--- config.mk ---
export PLATFORM = sky130hd
export DESIGN_NAME = adc_servo_ctrl_flat
export DESIGN_NICKNAME = d
export VERILOG_FILES = /design/src/rtl/servo_pkg.sv /design/src/rtl/adc_servo_ctrl_if.sv /design/src/rtl/servo_pulse_gen.sv /design/src/rtl/adc_servo_ctrl.sv /design/src/flat_wrapper.sv
export SDC_FILE = /design/constraint.sdc
export NUM_CORES = 1
export LEC_CHECK = 0
export ABC_AREA = 1
export BUFFER_PORTS_ARGS = -buffer_cell sky130_fd_sc_hd__buf_2
export CAP_MARGIN = 30
export CORE_ASPECT_RATIO = 1.1
export CORE_MARGIN = 3
export CORE_UTILIZATION = 55
export CTS_BUF_LIST = sky130_fd_sc_hd__clkbuf_2
export DETAILED_ROUTE_END_ITERATION = 16
export PLACE_DENSITY = 0.83
export SETUP_SLACK_MARGIN = 0.05
export SLEW_MARGIN = 10
export SYNTH_ARGS = -nofsm -noshare
export SYNTH_HDL_FRONTEND = slang
export SYNTH_SLANG_ARGS = --single-unit
--- constraint.sdc ---
create_clock -name clk -period 4.4 [get_ports clk]
set_input_delay 0.88 -clock clk [delete_from_list [all_inputs] [get_ports clk]]
set_output_delay 0.88 -clock clk [all_outputs]
set_load 0.1 [all_outputs]
--- src/rtl/servo_pkg.sv ---
// Shared constants and types for the ADC-driven servo controller.
// Frame/pulse defaults correspond to a 50 MHz clock: 20 ms frame, 1-2 ms pulse.
package servo_pkg;

    localparam int CTR_W   = 20;
    localparam int WIDTH_W = 17;
    localparam int POS_W   = 10;

    localparam int FRAME_CYCLES_DEF = 1000000;
    localparam int MIN_PULSE_DEF    = 50000;
    localparam int PULSE_STEP_DEF   = 49;
    localparam int SLEW_MAX_DEF     = 16;

    localparam int CENTER_POS = 512;

    typedef logic [POS_W-1:0] position_t;

    // Pulse width in clk cycles for a given position (fits 17 bits for any 10-bit position
    // with the default constants).
    function automatic logic [WIDTH_W-1:0] pulse_width(input position_t pos,
                                                       input int min_pulse,
                                                       input int step);
        return WIDTH_W'(min_pulse + int'(pos) * step);
    endfunction

endpackage

--- src/rtl/adc_servo_ctrl_if.sv ---
// ADC sample bus between the ADC/AVR sampler (master) and a sample consumer (slave).
// Handshake: new_sample is a one-cycle strobe qualifying sample and sample_channel;
// there is no ready/backpressure, the consumer must take or drop the sample that cycle.
// channel is the consumer's constant channel request back to the sampler.
interface adc_servo_ctrl_if;
    logic [3:0] channel;
    logic       new_sample;
    logic [9:0] sample;
    logic [3:0] sample_channel;

    modport master (
        input  channel,
        output new_sample,
        output sample,
        output sample_channel
    );

    modport slave (
        output channel,
        input  new_sample,
        input  sample,
        input  sample_channel
    );
endinterface

--- src/rtl/servo_pulse_gen.sv ---
// Servo frame timing: free-running frame counter, registered pulse compare and the
// width register, which only changes on the load strobe at the frame's last cycle.
module servo_pulse_gen
    import servo_pkg::*;
#(
    parameter int                 FRAME_CYCLES = FRAME_CYCLES_DEF,
    parameter logic [WIDTH_W-1:0] RESET_WIDTH  = WIDTH_W'(MIN_PULSE_DEF + CENTER_POS * PULSE_STEP_DEF)
) (
    input  logic               clk,
    input  logic               rst,
    input  logic               load,
    input  logic [WIDTH_W-1:0] load_width,
    output logic               servo,
    output logic               frame_start,
    output logic               frame_last
);

    localparam logic [CTR_W-1:0] CTR_LAST = CTR_W'(FRAME_CYCLES - 1);

    logic [CTR_W-1:0]   ctr;
    logic [WIDTH_W-1:0] width;

    assign frame_start = (ctr == '0);
    assign frame_last  = (ctr == CTR_LAST);

    // Frame counter: 0 .. FRAME_CYCLES-1, then wrap.
    always_ff @(posedge clk) begin
        if (rst)             ctr <= '0;
        else if (frame_last) ctr <= '0;
        else                 ctr <= ctr + 1'b1;
    end

    // Width register: loaded only at the frame boundary so a pulse is never cut short.
    always_ff @(posedge clk) begin
        if (rst)       width <= RESET_WIDTH;
        else if (load) width <= load_width;
    end

    // Registered compare: high for exactly width cycles, starting the cycle after ctr==0.
    always_ff @(posedge clk) begin
        if (rst) servo <= 1'b0;
        else     servo <= (ctr < {{(CTR_W-WIDTH_W){1'b0}}, width});
    end

endmodule

--- src/rtl/adc_servo_ctrl.sv ---
// ADC sample -> hobby servo controller. Filters one ADC channel, averages
// 2^AVG_LOG2 samples, and loads the average as the servo position at frame boundaries.
// Optional build macro ADC_SERVO_SLEW_LIMIT_EN: limits the position change per frame
// to SLEW_MAX and keeps the pending target alive until it is reached.
module adc_servo_ctrl
    import servo_pkg::*;
#(
    parameter logic [3:0] CHANNEL      = 4'd0,
    parameter int         AVG_LOG2     = 2,
    parameter int         FRAME_CYCLES = FRAME_CYCLES_DEF,
    parameter int         MIN_PULSE    = MIN_PULSE_DEF,
    parameter int         PULSE_STEP   = PULSE_STEP_DEF,
    parameter int         SLEW_MAX     = SLEW_MAX_DEF
) (
    input  logic                   clk,
    input  logic                   rst,
    adc_servo_ctrl_if.slave        adc,
    output logic                   servo,
    output position_t              position,
    output logic                   frame_start
);

    localparam int ACC_W = POS_W + AVG_LOG2;
    localparam int CNT_W = (AVG_LOG2 > 0) ? AVG_LOG2 : 1;
    localparam logic [CNT_W-1:0] CNT_LAST = CNT_W'((1 << AVG_LOG2) - 1);
    localparam logic [WIDTH_W-1:0] CENTER_WIDTH =
        WIDTH_W'(MIN_PULSE + CENTER_POS * PULSE_STEP);

    logic               accept;
    logic               avg_done;
    logic [ACC_W-1:0]   acc;
    logic [ACC_W-1:0]   acc_sum;
    logic [CNT_W-1:0]   cnt;
    position_t          avg;
    position_t          pending;
    logic               pending_valid;
    position_t          target;
    logic               frame_last;
    logic               do_load;
    logic [WIDTH_W-1:0] load_width;

    assign adc.channel = CHANNEL;

    assign accept   = adc.new_sample && (adc.sample_channel == CHANNEL);
    assign acc_sum  = acc + ACC_W'(adc.sample);
    assign avg_done = accept && (cnt == CNT_LAST);
    assign avg      = POS_W'(acc_sum >> AVG_LOG2);

    // Averager: accumulate accepted samples, clear after the last one of the window.
    always_ff @(posedge clk) begin
        if (rst) begin
            acc <= '0;
            cnt <= '0;
        end else if (accept) begin
            if (avg_done) begin
                acc <= '0;
                cnt <= '0;
            end else begin
                acc <= acc_sum;
                cnt <= cnt + 1'b1;
            end
        end
    end

    // Next position from the pending average, optionally moved by at most SLEW_MAX.
    always_comb begin
        target = pending;
`ifdef ADC_SERVO_SLEW_LIMIT_EN
        if ((pending > position) && ((pending - position) > POS_W'(SLEW_MAX)))
            target = position + POS_W'(SLEW_MAX);
        else if ((pending < position) && ((position - pending) > POS_W'(SLEW_MAX)))
            target = position - POS_W'(SLEW_MAX);
`endif
    end

    assign do_load    = frame_last && pending_valid;
    assign load_width = pulse_width(target, MIN_PULSE, PULSE_STEP);

    // Pending register: a new average always wins over the boundary consume.
    always_ff @(posedge clk) begin
        if (rst) begin
            pending       <= '0;
            pending_valid <= 1'b0;
        end else begin
            if (avg_done)
                pending <= avg;
            if (avg_done)
                pending_valid <= 1'b1;
            else if (do_load && (target == pending))
                pending_valid <= 1'b0;
        end
    end

    // Emitted position: updated only at the frame boundary, together with the width.
    always_ff @(posedge clk) begin
        if (rst)          position <= POS_W'(CENTER_POS);
        else if (do_load) position <= target;
    end

    servo_pulse_gen #(
        .FRAME_CYCLES (FRAME_CYCLES),
        .RESET_WIDTH  (CENTER_WIDTH)
    ) u_pulse_gen (
        .clk         (clk),
        .rst         (rst),
        .load        (do_load),
        .load_width  (load_width),
        .servo       (servo),
        .frame_start (frame_start),
        .frame_last  (frame_last)
    );

endmodule

--- src/flat_wrapper.sv ---
// flat-port wrapper written by rule: the top's interface ports become plain ports
module adc_servo_ctrl_flat import servo_pkg::*;
#(
    parameter logic [3:0] CHANNEL      = 4'd0,
    parameter int         AVG_LOG2     = 2,
    parameter int         FRAME_CYCLES = FRAME_CYCLES_DEF,
    parameter int         MIN_PULSE    = MIN_PULSE_DEF,
    parameter int         PULSE_STEP   = PULSE_STEP_DEF,
    parameter int         SLEW_MAX     = SLEW_MAX_DEF
)
  (clk, rst, servo, position, frame_start, adc_channel, adc_new_sample, adc_sample, adc_sample_channel);
  adc_servo_ctrl_if adc_i ();
  input  logic clk;
  input  logic rst;
  output logic servo;
  output position_t position;
  output logic frame_start;
  output wire logic [$bits(adc_i.channel)-1:0] adc_channel;
  input wire logic [$bits(adc_i.new_sample)-1:0] adc_new_sample;
  input wire logic [$bits(adc_i.sample)-1:0] adc_sample;
  input wire logic [$bits(adc_i.sample_channel)-1:0] adc_sample_channel;
  assign adc_channel = adc_i.channel;
  assign adc_i.new_sample = adc_new_sample;
  assign adc_i.sample = adc_sample;
  assign adc_i.sample_channel = adc_sample_channel;
  adc_servo_ctrl #(.CHANNEL(CHANNEL), .AVG_LOG2(AVG_LOG2), .FRAME_CYCLES(FRAME_CYCLES), .MIN_PULSE(MIN_PULSE), .PULSE_STEP(PULSE_STEP), .SLEW_MAX(SLEW_MAX)) u_core (.clk(clk), .rst(rst), .adc(adc_i), .servo(servo), .position(position), .frame_start(frame_start));
endmodule
Word-level counts from Yosys, hierarchy flattened
Index checks and enable logic that the tools add are counted.
{"block": "totals", "latchBits": 0, "rom_bits": 0, "mem_bits_rw": 0, "register_bits": 73, "wordCells": 27, "memories": 0}
{"block": "classes", "n_mul": 1, "shift": 0, "n_bitwise": 0, "order_cmp": 1, "reduce_logical": 7, "n_eq_ne": 2, "add_sub_neg": 4, "mux": 4, "div": 0}
{"op": "$add 20x1->20 const B", "n": 1}
{"op": "$eq 20x20->1 const B", "n": 1}
{"op": "$logic_not 20->1", "n": 1}
{"op": "$lt 20x17->1", "n": 1}
{"op": "$add 17x17->17 const A", "n": 1}
{"op": "$mul 10x6->16 const B", "n": 1}
{"op": "$add 12x10->12", "n": 1}
{"op": "$mux 12", "n": 1}
{"op": "$logic_not 4->1", "n": 1}
{"op": "$logic_and 1x1->1", "n": 3}
{"op": "$add 2x1->2 const B", "n": 1}
{"op": "$eq 2x2->1 const B", "n": 1}
{"op": "$mux 1", "n": 2}
{"op": "$mux 2", "n": 1}
{"op": "$reduce_bool 2->1", "n": 1}
{"op": "$reduce_or 2->1", "n": 1}

Logic depth before layout (Yosys ltp)
Gate-level depths: netlist of the first run.
{"block": "depth", "word_depth": 4, "ltp_mapped": 18, "depth_no_buf": 18}

By module
Synthesis of the first run repeated with hierarchy kept, for this count alone.
{"block": "unflattened", "cells_unflattened": 699, "hier_area_um2": 5039.8}
{"mod": "adc_servo_ctrl", "instances": 1, "cells_per_inst": 408, "area_per_inst_um2": 2975.4}
{"mod": "servo_pulse_gen", "instances": 1, "cells_per_inst": 291, "area_per_inst_um2": 2064.5}

Worst setup path after synthesis of the first run
No wires, ideal clock.
{"block": "synth_timing", "path_kind": "flip-flop to output port", "startpoint": "register u_core.u_pulse_gen.ctr[14]", "endpoint": "output frame_start", "path_slack_ns": 0.010, "stages_incl_launch_ff": 5, "arrival_time_ns": 3.510, "path_buffers": 1, "path_cell_list": "dfxtp_1 buf_2 nor4_1 nand3_1 nor4_1"}
{"block": "synth_via", "elab_chain_len": 1}
{"element": "start, declared", "line": "servo_pulse_gen.sv:20", "source": "logic [CTR_W-1:0] ctr;"}
{"element": "start signal, assigned", "line": "servo_pulse_gen.sv:30", "source": "else ctr <= ctr + 1'b1;"}
{"element": "$logic_not 20->1", "line": "servo_pulse_gen.sv:23", "source": "assign frame_start = (ctr == '0);"}
{"element": "end, declared", "line": "flat_wrapper.sv:17", "source": "output logic frame_start;"}
Every way passes these cells.

Final worst setup path of the first run
{"block": "layout_timing", "startpoint": "register u_core.pending[1]", "endpoint": "register u_core.u_pulse_gen.width[14]"}
{"block": "layout_via", "elab_chain_len": 2}
{"element": "start, declared", "line": "adc_servo_ctrl.sv:35", "source": "position_t pending;"}
{"element": "start signal, assigned", "line": "adc_servo_ctrl.sv:86", "source": "pending <= avg;"}
{"element": "$mul 10x6->16", "line": "servo_pkg.sv:23", "source": "return WIDTH_W'(min_pulse + int'(pos) * step);"}
{"element": "$add 17x17->17", "line": "servo_pkg.sv:23"}
{"element": "end signal, assigned", "line": "servo_pulse_gen.sv:36", "source": "else if (load) width <= load_width;"}
{"element": "end, declared", "line": "servo_pulse_gen.sv:21", "source": "logic [WIDTH_W-1:0] width;"}
Every way passes these cells.
A chain may end at the register's enable or synchronous reset.

==> results of run 1 <==
[cells by family (layout without fill, tap and decap cells)]
kind of cell	after synthesis	count (layout)	synth area share [%]
AND/OR/NAND/NOR	270	270	24.8
buffers and inverters	121	140	10.5
AO/OA/AOI/OAI	115	115	13.1
adder cells (fa/ha/maj)	71	71	19.4
flip-flops	69	69	28.7
XOR/XNOR	19	19	3.46
other	1	4	0.0779
[sequential cells by signal (all words and copies together), names as in the netlist]
name	count
u_core.acc	12
u_core.cnt	2
u_core.pending	10
u_core.pending_valid	1
u_core.position	6
u_core.u_pulse_gen.ctr	20
u_core.u_pulse_gen.servo	1
u_core.u_pulse_gen.width	17
[cell usage in the layout (no fill, tap or decap), types with 2 or more instances in the layout]
master	instances
nand2_2	3
clkbuf_2	9
nand3_1	37
o21ai_1	3
ha_1	65
fa_1	6
nand2_1	125
nand4_1	12
inv_1	95
o211ai_1	5
clkinv_2	2
xnor2_1	4
nor2_1	60
or2_2	3
conb_1	4
a211oi_1	5
o21ai_0	32
inv_2	2
clkinvlp_4	2
xor2_1	15
a21oi_1	59
nor2_4	2
nor4_1	4
nor2_2	3
buf_2	28
a31oi_1	2
o22ai_1	2
dfxtp_1	69
nor3_1	11
nor3_2	3
nor3b_1	2
[per-layer routing]
layer  up-vias  routed length [um]  track usage (%)
met4         0                 180             7.22
met2       108                4980             37.9
met5         -                   0                0
li1       2224                   -                -
met1      1906                4360             26.1
met3        19                 416             4.63
[worst min-delay path: stages (launching register included)]
cell and delay, ns:
dfxtp_1 0.35, nand2_1 0.06, a21oi_1 0.05
[metrics by stage]
step	cell area, um2	total power [mW]	instances	utilization, %
final	5080	1.09	799	60.1
after global routing	5080	1.15	799	60.1
after CTS	5080	1.11	799	60.1
after detailed placement	4970	0.739	784	58.8
after global placement	4970	0.736	784	58.8
after floorplan	4830	0.721	669	-
[worst max path at each step]
stage	depth (start not counted)	endpoint	slack (ns)
final	16	u_core.u_pulse_gen.width[14]	1.08
after global routing	16	u_core.u_pulse_gen.width[14]	0.76
after CTS	16	u_core.u_pulse_gen.width[14]	1.07
after detailed placement	16	u_core.u_pulse_gen.width[14]	1.09
after global placement	16	u_core.u_pulse_gen.width[14]	1.20
after floorplan	3	frame_start	1.16
[layout make-up]
| class | count | area [um2] | area share, % |
|---|---|---|---|
| tap | 111 | 139 | 2.74 |
| sequential | 69 | 1380 | 27.2 |
| multi-input combinational | 479 | 2940 | 58.0 |
| clock buffer | 9 | 45.0 | 0.887 |
| inverter | 97 | 364 | 7.17 |
| timing repair buffer | 28 | 140 | 2.76 |
| clock inverter | 6 | 63.8 | 1.26 |
[power groups by stage]
stage / logic, mW / registers [mW] / clock network, mW
finish: 0.0938 / 0.634 / 0.367
global route: 0.102 / 0.635 / 0.409
CTS: 0.0932 / 0.634 / 0.380
detailed placement: 0.0926 / 0.646 / 0
global placement: 0.0902 / 0.646 / 0
floorplan: 0.0713 / 0.649 / 0
==> impl_metrics.yaml, run 1 <==
worst_hold_path:
  min_from: "u_core.acc[8]"
  holdCritPathClass: "reg -> reg"
  hold-path-endpoint: "u_core.acc[8]"
  hold_path_depth: 2
floorplan:
  num_rows: 35
  die_h_um: 104
  core_um2: 8450
  initial_core_util_pct: 57.0
  die_w_um: 95.2
  io-pin-count: 33
  dieArea_um2: 9910
synthesis:
  synth_area_per_cell_um2: 7.23
  synth.distinct_cells: 43
  synth.largest_area_cell: "dfxtp_1"
  synth-async-reset-ratio_pct: 0
  ys_ff_latch: 69
  synthTopCellsByArea: "dfxtp_1, ha_1, nand2_1"
  syn_area_um2: 4810
  yosys.area.top_type_share_pct: 28.7
  yosysWarnings: 0
  synth.most_common_cell: "nand2_1"
  synth_common_cells: "nand2_1, inv_1, dfxtp_1"
  synth-main-ff-cell: "dfxtp_1"
  synth_edf_count: 0
  ys_seq_area_share_pct: 28.7
  synthCells: 666
cts:
  clockRootBuffer: "clkbuf_2"
  clkTransAtPathRegs_ns: 0.19
  post_cts_resized: 0
  cts.sinks: 69
  postCtsHoldBufs: 0
  post-cts-setup-buffers: 0
  htree_levels: 3
  clock_tree.buffer_depth: 2
  cts_buffers: 9
  clock_latency_ns: 0.53
  cts_tree: "done"
worst_setup_path:
  cp.required_ns: 4.84
  reg2reg_depth: 16
  crit_path_frequent_cell: "nand2_1"
  cp-startpoint: "u_core.pending[1]"
  rrSetupSlack_ns: 1.08
  slowest_stage: "fa_1"
  critPathLaunchType: "flop"
  worstPathCellList: "ha_1 > fa_1 > ha_1 > ha_1 > inv_1 > fa_1 > nor2_1 > and2b_1 > nand2_1 > nand2_1 > nor2_1 > nand2_1 > nand2_1 > nand2_1 > o21ai_0 > inv_1"
  crit_buf_inv: 2
  max_stage_delay_ns: 0.46
  timing.rr.start: "u_core.pending[1]"
  cp_top_family: "adder cells"
  critical_path_class: "reg -> reg"
  cp-end-kind: "flop"
  r2r-end: "u_core.u_pulse_gen.width[14]"
  arrival_ns: 3.76
  cp_max_fo: 4
routing:
  wire_per_inst_um: 12.4
  num_vias: 4257
  wl_mm: 9.94
  dr.first_iter.drc_count: 240
  ant_nets: 0
  viasPerCell: 5.33
  firstDrtPassIters: 5
  drc_errors: 0
grt:
  grt_start_max_net_pins: 35
  grt_overflow_total: 0
  grt_util_all_layers_pct: 21.8
  grt_pass1_wl_mm: 17.6
  antenna_found_initial: 0
  first_global_vias: 4161
timing:
  fmax_mhz: 301
  rsz0062_at_grt: "no"
  fin_skew_ns: 0.0296
  slew_viol_final: 0
  worst_slew_pin_slew_ns: 0.871
  finalCritPeriodShare_pct: 75.5
  worst_slack_ns: 1.08
  fin_setup_tns_ns: 0
  setup_viol: 0
  min_period_ns: 3.32
  holdWs_ns: 0.483
  relSlewSlack_pct: 41.7
  hold_viol: 0
layout:
  antenna-diode-count: 0
  area_growth_syn_to_layout_pct: 5.48
  n_fill_cell: 772
  drive_gt1_share_pct: 8.87
  nets: 772
power:
  p_leak_nw: 2.55
  ir_drop_uv: 182
  powerDensity_nw_per_um2: 216
  internal_power_uw: 782
  switching_share_pct: 28.6
  p_seq_share_pct: 57.9
  p_clk_share_pct: 33.5
  power_switching_uw: 313
  power_frac_comb_pct: 8.6
run_status:
  status: "finished clean"
place:
  place_ws_ns: 1.09
  portBuffers: 28
  dpl.hpwl_mm: 7.82
  place_congestion: 0.909
run:
  drv_cap: 0
Power figures use the tool's default switching activity.
==> run 2, diff against run 1 <==
==> constraint.sdc (replaced) <==
create_clock -name clk -period 3.4 [get_ports clk]
set_input_delay 0.68 -clock clk [delete_from_list [all_inputs] [get_ports clk]]
set_output_delay 0.68 -clock clk [all_outputs]
set_load 0.1 [all_outputs]
==> impl_metrics.yaml, run 2 (synthesis gave the netlist of run 1 again) <==
cts:
  cts_tree: "done"
  htree_levels: 3
  clock_tree.buffer_depth: 2
  cts_buffers: 9
  clockRootBuffer: "clkbuf_2"
  clock_latency_ns: 0.53
  clkTransAtPathRegs_ns: 0.18
  cts.sinks: 69
timing:
  fin_skew_ns: 0.0317
  rsz0062_at_grt: "no"
  finalCritPeriodShare_pct: 93.9
  hold_viol: 0
  fin_setup_tns_ns: 0
  min_period_ns: 3.19
  fmax_mhz: 313
  setup_viol: 0
  holdWs_ns: 0.485
  worst_slew_pin_slew_ns: 0.837
  worst_slack_ns: 0.206
  relSlewSlack_pct: 44.0
  slew_viol_final: 0
place:
  place_ws_ns: 0.0987
  dpl.hpwl_mm: 8.01
  dp.cells: 786
  place_congestion: 0.924
  portBuffers: 28
  placed_area_um2: 4980
floorplan:
  io-pin-count: 33
  initial_core_util_pct: 57.0
  num_rows: 35
  die_w_um: 95.2
  die_h_um: 104
  core_um2: 8450
  dieArea_um2: 9910
grt:
  grt_pass1_wl_mm: 17.7
  first_global_vias: 4163
  antenna_found_initial: 0
  grt_start_max_net_pins: 31
  grt_util_all_layers_pct: 21.6
  grt_overflow_total: 0
worst_setup_path:
  worstPathCellList: "buf_4 > ha_1 > fa_1 > ha_1 > ha_2 > inv_2 > fa_2 > nor2_2 > and2b_1 > nand2_2 > nand2_2 > nor2_4 > nand2_2 > nand2_2 > nand2_1 > o21ai_1 > inv_1"
  max_stage_delay_ns: 0.47
  cp.required_ns: 3.82
  cp-end-kind: "flop"
  critPathLaunchType: "flop"
  arrival_ns: 3.62
  cp_max_fo: 4
  critical_path_class: "reg -> reg"
  slowest_stage: "fa_2"
  crit_path_frequent_cell: "nand2_2"
layout:
  largest_reg_flops: 20
  drive_gt1_share_pct: 11.6
  antenna-diode-count: 0
  reg_top3: "u_core.u_pulse_gen.ctr (20), u_core.u_pulse_gen.width (17), u_core.acc (12)"
  area_growth_syn_to_layout_pct: 6.81
  layout_common_cells: "nand2_1, inv_1, dfxtp_1"
  final_common_cell: "nand2_1"
  n_fill_cell: 752
  final_core_util_pct: 60.8
  nets: 775
  largest_register: "u_core.u_pulse_gen.ctr"
  layout.cells.non_filler: 802
  design_area_um2: 5140
power:
  p_leak_nw: 2.56
  ir_drop_uv: 221
  powerDensity_nw_per_um2: 274
  p_total_mw: 1.41
routing:
  wl_mm: 10.1
  dr.first_iter.drc_count: 228
  firstDrtPassIters: 5
  viasPerCell: 5.46
  ant_nets: 0
  num_vias: 4377
  drc_errors: 0
  wire_per_inst_um: 12.6
run_status:
  status: "finished clean"
run:
  drv_cap: 0
worst_hold_path:
  holdCritPathClass: "reg -> reg"
## run 2: cell count changes in the layout (fill, tap and decap cells not counted), sizes merged
cell / before / now
buf: 28 / 31
## run 2: worst paths after layout
path	from	to	slack, ns	cells after the start
worst max-delay path	u_core.pending[1]	u_core.u_pulse_gen.width[14]	0.21	17
worst min-delay path	u_core.acc[3]	u_core.acc[3]	0.49	2
worst max register to register	u_core.pending[1]	u_core.u_pulse_gen.width[14]	0.21	17
worst min register to register	u_core.acc[3]	u_core.acc[3]	0.49	2
## run 2: worst max-delay path, delay by kind of cell (launching register included)
family                   cells  cell delay, ns
AO/OA/AOI/OAI                1            0.12
adder cells (fa/ha/maj)      5            1.64
buffers and inverters        3            0.24
flip-flops                   1            0.36
AND/OR/NAND/NOR              8            0.76
## run 2: cell type report
cell class	instances	area, um2	share of cell area (%)
well taps	111	139	2.70
repair buffers	31	163	3.16
clock buffers	9	45.0	0.876
clock inverters	6	63.8	1.24
multi-input cells	479	2980	58.0
inverters	97	364	7.08
flip-flops and latches	69	1380	26.9
## run 2: layer usage
layer / vias to the layer above / GRT usage (%) / share of wire, %
li1: 2226 / - / -
met1: 1990 / 26.3 / 42
met2: 126 / 37.2 / 49
met3: 35 / 3.18 / 5.1
met4: 0 / 9.18 / 3.3
met5: - / 0 / 0
## run 2: where the power goes
group / internal (mW) / switching [mW] / total, mW
Combinational: 0.0320 / 0.0909 / 0.123
Sequential: 0.816 / 0.00472 / 0.820
Clock: 0.165 / 0.301 / 0.466
Total: 1.01 / 0.397 / 1.41
## run 2: timing repair
| action | CTS | global route |
|---|---|---|
| hold buffers | 0 | 0 |
| gates resized for setup | 0 | 18 |
| setup buffers | 0 | 1 |
| setup endpoints to repair | 0 | 5 |
| endpoints found under the hold margin | 0 | 0 |
==> run 3, diff against run 2 <==
--- a/config.mk
+++ b/config.mk
@@ -12,7 +12,9 @@
 export CORE_MARGIN = 3
 export CORE_UTILIZATION = 55
 export CTS_BUF_LIST = sky130_fd_sc_hd__clkbuf_2
+export CTS_CLUSTER_DIAMETER = 80
 export DETAILED_ROUTE_END_ITERATION = 16
+export MAX_ROUTING_LAYER = met4
 export PLACE_DENSITY = 0.83
 export SETUP_SLACK_MARGIN = 0.05
 export SLEW_MARGIN = 10
==> impl_metrics.yaml, run 3 (synthesis gave the netlist of run 1 again) <==
grt:
  grt_start_max_net_pins: 31
  antenna_found_initial: 0
  grt_pass1_wl_mm: 18.1
  first_global_vias: 4138
  grt_overflow_total: 0
  grt_util_all_layers_pct: 22.9
cts:
  cts_tree: "done"
  cts.sinks: 69
  clock_latency_ns: 0.54
  cts_buffers: 9
  clock_tree.buffer_depth: 2
  clockRootBuffer: "clkbuf_2"
  postCtsHoldBufs: 0
  htree_levels: 3
  clkTransAtPathRegs_ns: 0.19
place:
  portBuffers: 28
  placed_area_um2: 4980
  dpl.hpwl_mm: 8.07
  place_congestion: 0.943
  dp.cells: 786
timing:
  relSlewSlack_pct: 43.7
  hold_viol: 0
  min_period_ns: 3.15
  fin_skew_ns: 0.0347
  finalCritPeriodShare_pct: 92.5
  slew_viol_final: 0
  rsz0062_at_grt: "yes"
  worst_slew_pin_slew_ns: 0.841
  fin_setup_tns_ns: 0
  fmax_mhz: 318
  setup_viol: 0
routing:
  dr.first_iter.drc_count: 239
  wl_mm: 10.3
  drc_errors: 0
  ant_nets: 0
  wire_per_inst_um: 12.8
  num_vias: 4364
  firstDrtPassIters: 5
  viasPerCell: 5.43
worst_setup_path:
  critical_path_class: "reg -> reg"
  cp_max_fo: 4
  max_stage_delay_ns: 0.51
  critPathLaunchType: "flop"
  cp.required_ns: 3.84
  worstPathCellList: "buf_4 > ha_1 > fa_1 > ha_4 > ha_4 > inv_2 > fa_2 > nor2_2 > and2b_1 > nand2_2 > nand2_2 > nor2_4 > nand2_2 > nand2_2 > nand2_1 > o21ai_1 > inv_1"
  crit_path_frequent_cell: "nand2_2"
  cp-end-kind: "flop"
  arrival_ns: 3.59
  slowest_stage: "fa_1"
  reg2reg_depth: 17
floorplan:
  initial_core_util_pct: 57.0
  num_rows: 35
  die_w_um: 95.2
  io-pin-count: 33
  die_h_um: 104
  core_um2: 8450
  dieArea_um2: 9910
run:
  drv_cap: 0
worst_hold_path:
  holdCritPathClass: "reg -> reg"
  hold_path_depth: 2
layout:
  design_area_um2: 5190
  layout.cells.non_filler: 803
  nets: 775
  largest_register: "u_core.u_pulse_gen.ctr"
  final_common_cell: "nand2_1"
  reg_top3: "u_core.u_pulse_gen.ctr (20), u_core.u_pulse_gen.width (17), u_core.acc (12)"
  largest_reg_flops: 20
  n_fill_cell: 722
  antenna-diode-count: 0
  area_growth_syn_to_layout_pct: 7.82
  layout_common_cells: "nand2_1, inv_1, dfxtp_1"
  drive_gt1_share_pct: 11.3
power:
  p_clk_share_pct: 37.5
  switching_share_pct: 27.5
  powerDensity_nw_per_um2: 291
  p_leak_nw: 2.58
  internal_power_mw: 1.09
  ir_drop_uv: 189
  power_frac_comb_pct: 8.1
  power_switching_uw: 415
  p_seq_share_pct: 54.4
run_status:
  status: "finished clean"
==> run 3: changes by cell type in the layout (fill, tap and decap cells not counted), sizes merged <==
cell,before,now
clkinvlp,2,1
clkinv,2,3
bufinv,1,2
==> run 3: power by group through the flow <==
stage | Sequential, mW | Combinational (mW) | Clock (mW)
after floorplan | 0.840 | 0.0923 | 0
after global placement | 0.836 | 0.118 | 0
after detailed placement | 0.837 | 0.121 | 0
after CTS | 0.821 | 0.121 | 0.577
after global routing | 0.822 | 0.134 | 0.608
final | 0.821 | 0.123 | 0.565
==> run 3: timing repair <==
| action | 4_1_cts | 5_1_grt |
|---|---|---|
| setup endpoints to repair | 0 | 5 |
| setup buffers | 0 | 1 |
| gates resized for setup | 0 | 17 |
==> run 3: cell type report <==
class                           instances  area, um2  area share, %
Multi-Input combinational cell        479       3000           57.8
Sequential cell                        69       1380           26.6
Inverter                               97        364           7.02
Timing Repair Buffer                   31        163           3.13
Tap cell                              111        139           2.68
Clock inverter                          7       97.6           1.88
Clock buffer                            9       45.0          0.868
==> run 3: metrics by stage <==
| step | hold slack (ns) | util (%) | setup WS [ns] | total power, mW |
|---|---|---|---|---|
| after detailed placement | 0.457 | 59.0 | 0.0884 | 0.957 |
| after CTS | 0.475 | 60.7 | 0.0607 | 1.52 |
| after global routing | 0.461 | 61.4 | 0.0497 | 1.56 |
| after global placement | 0.445 | 59.0 | 0.225 | 0.954 |
| final | 0.486 | 61.4 | 0.254 | 1.51 |
| after floorplan | 0.430 | - | 0.317 | 0.933 |
==> run 3: path summary, 6_finish.rpt <==
path / from / to / slack [ns]
setup / recovery: u_core.pending[1] / u_core.u_pulse_gen.width[14] / 0.25
hold / removal: u_core.acc[3] / u_core.acc[3] / 0.49
setup reg to reg: u_core.pending[1] / u_core.u_pulse_gen.width[14] / 0.25
hold reg to reg: u_core.acc[3] / u_core.acc[3] / 0.49
==> run 3: worst max-delay path: cells and delay by family, from the launching register on <==
family / cells / cell delay (ns)
AO/OA/AOI/OAI: 1 / 0.12
adder cells (fa/ha/maj): 5 / 1.63
buffers and inverters: 3 / 0.22
flip-flops: 1 / 0.36
AND/OR/NAND/NOR: 8 / 0.76
==> run 3: per-layer routing <==
metal	global-route usage [%]	routed length [um]	up-vias
met5	-	0	-
met4	8.45	238	0
met3	3.69	459	23
met2	37.2	5000	107
met1	28.4	4560	1999
li1	-	-	2235
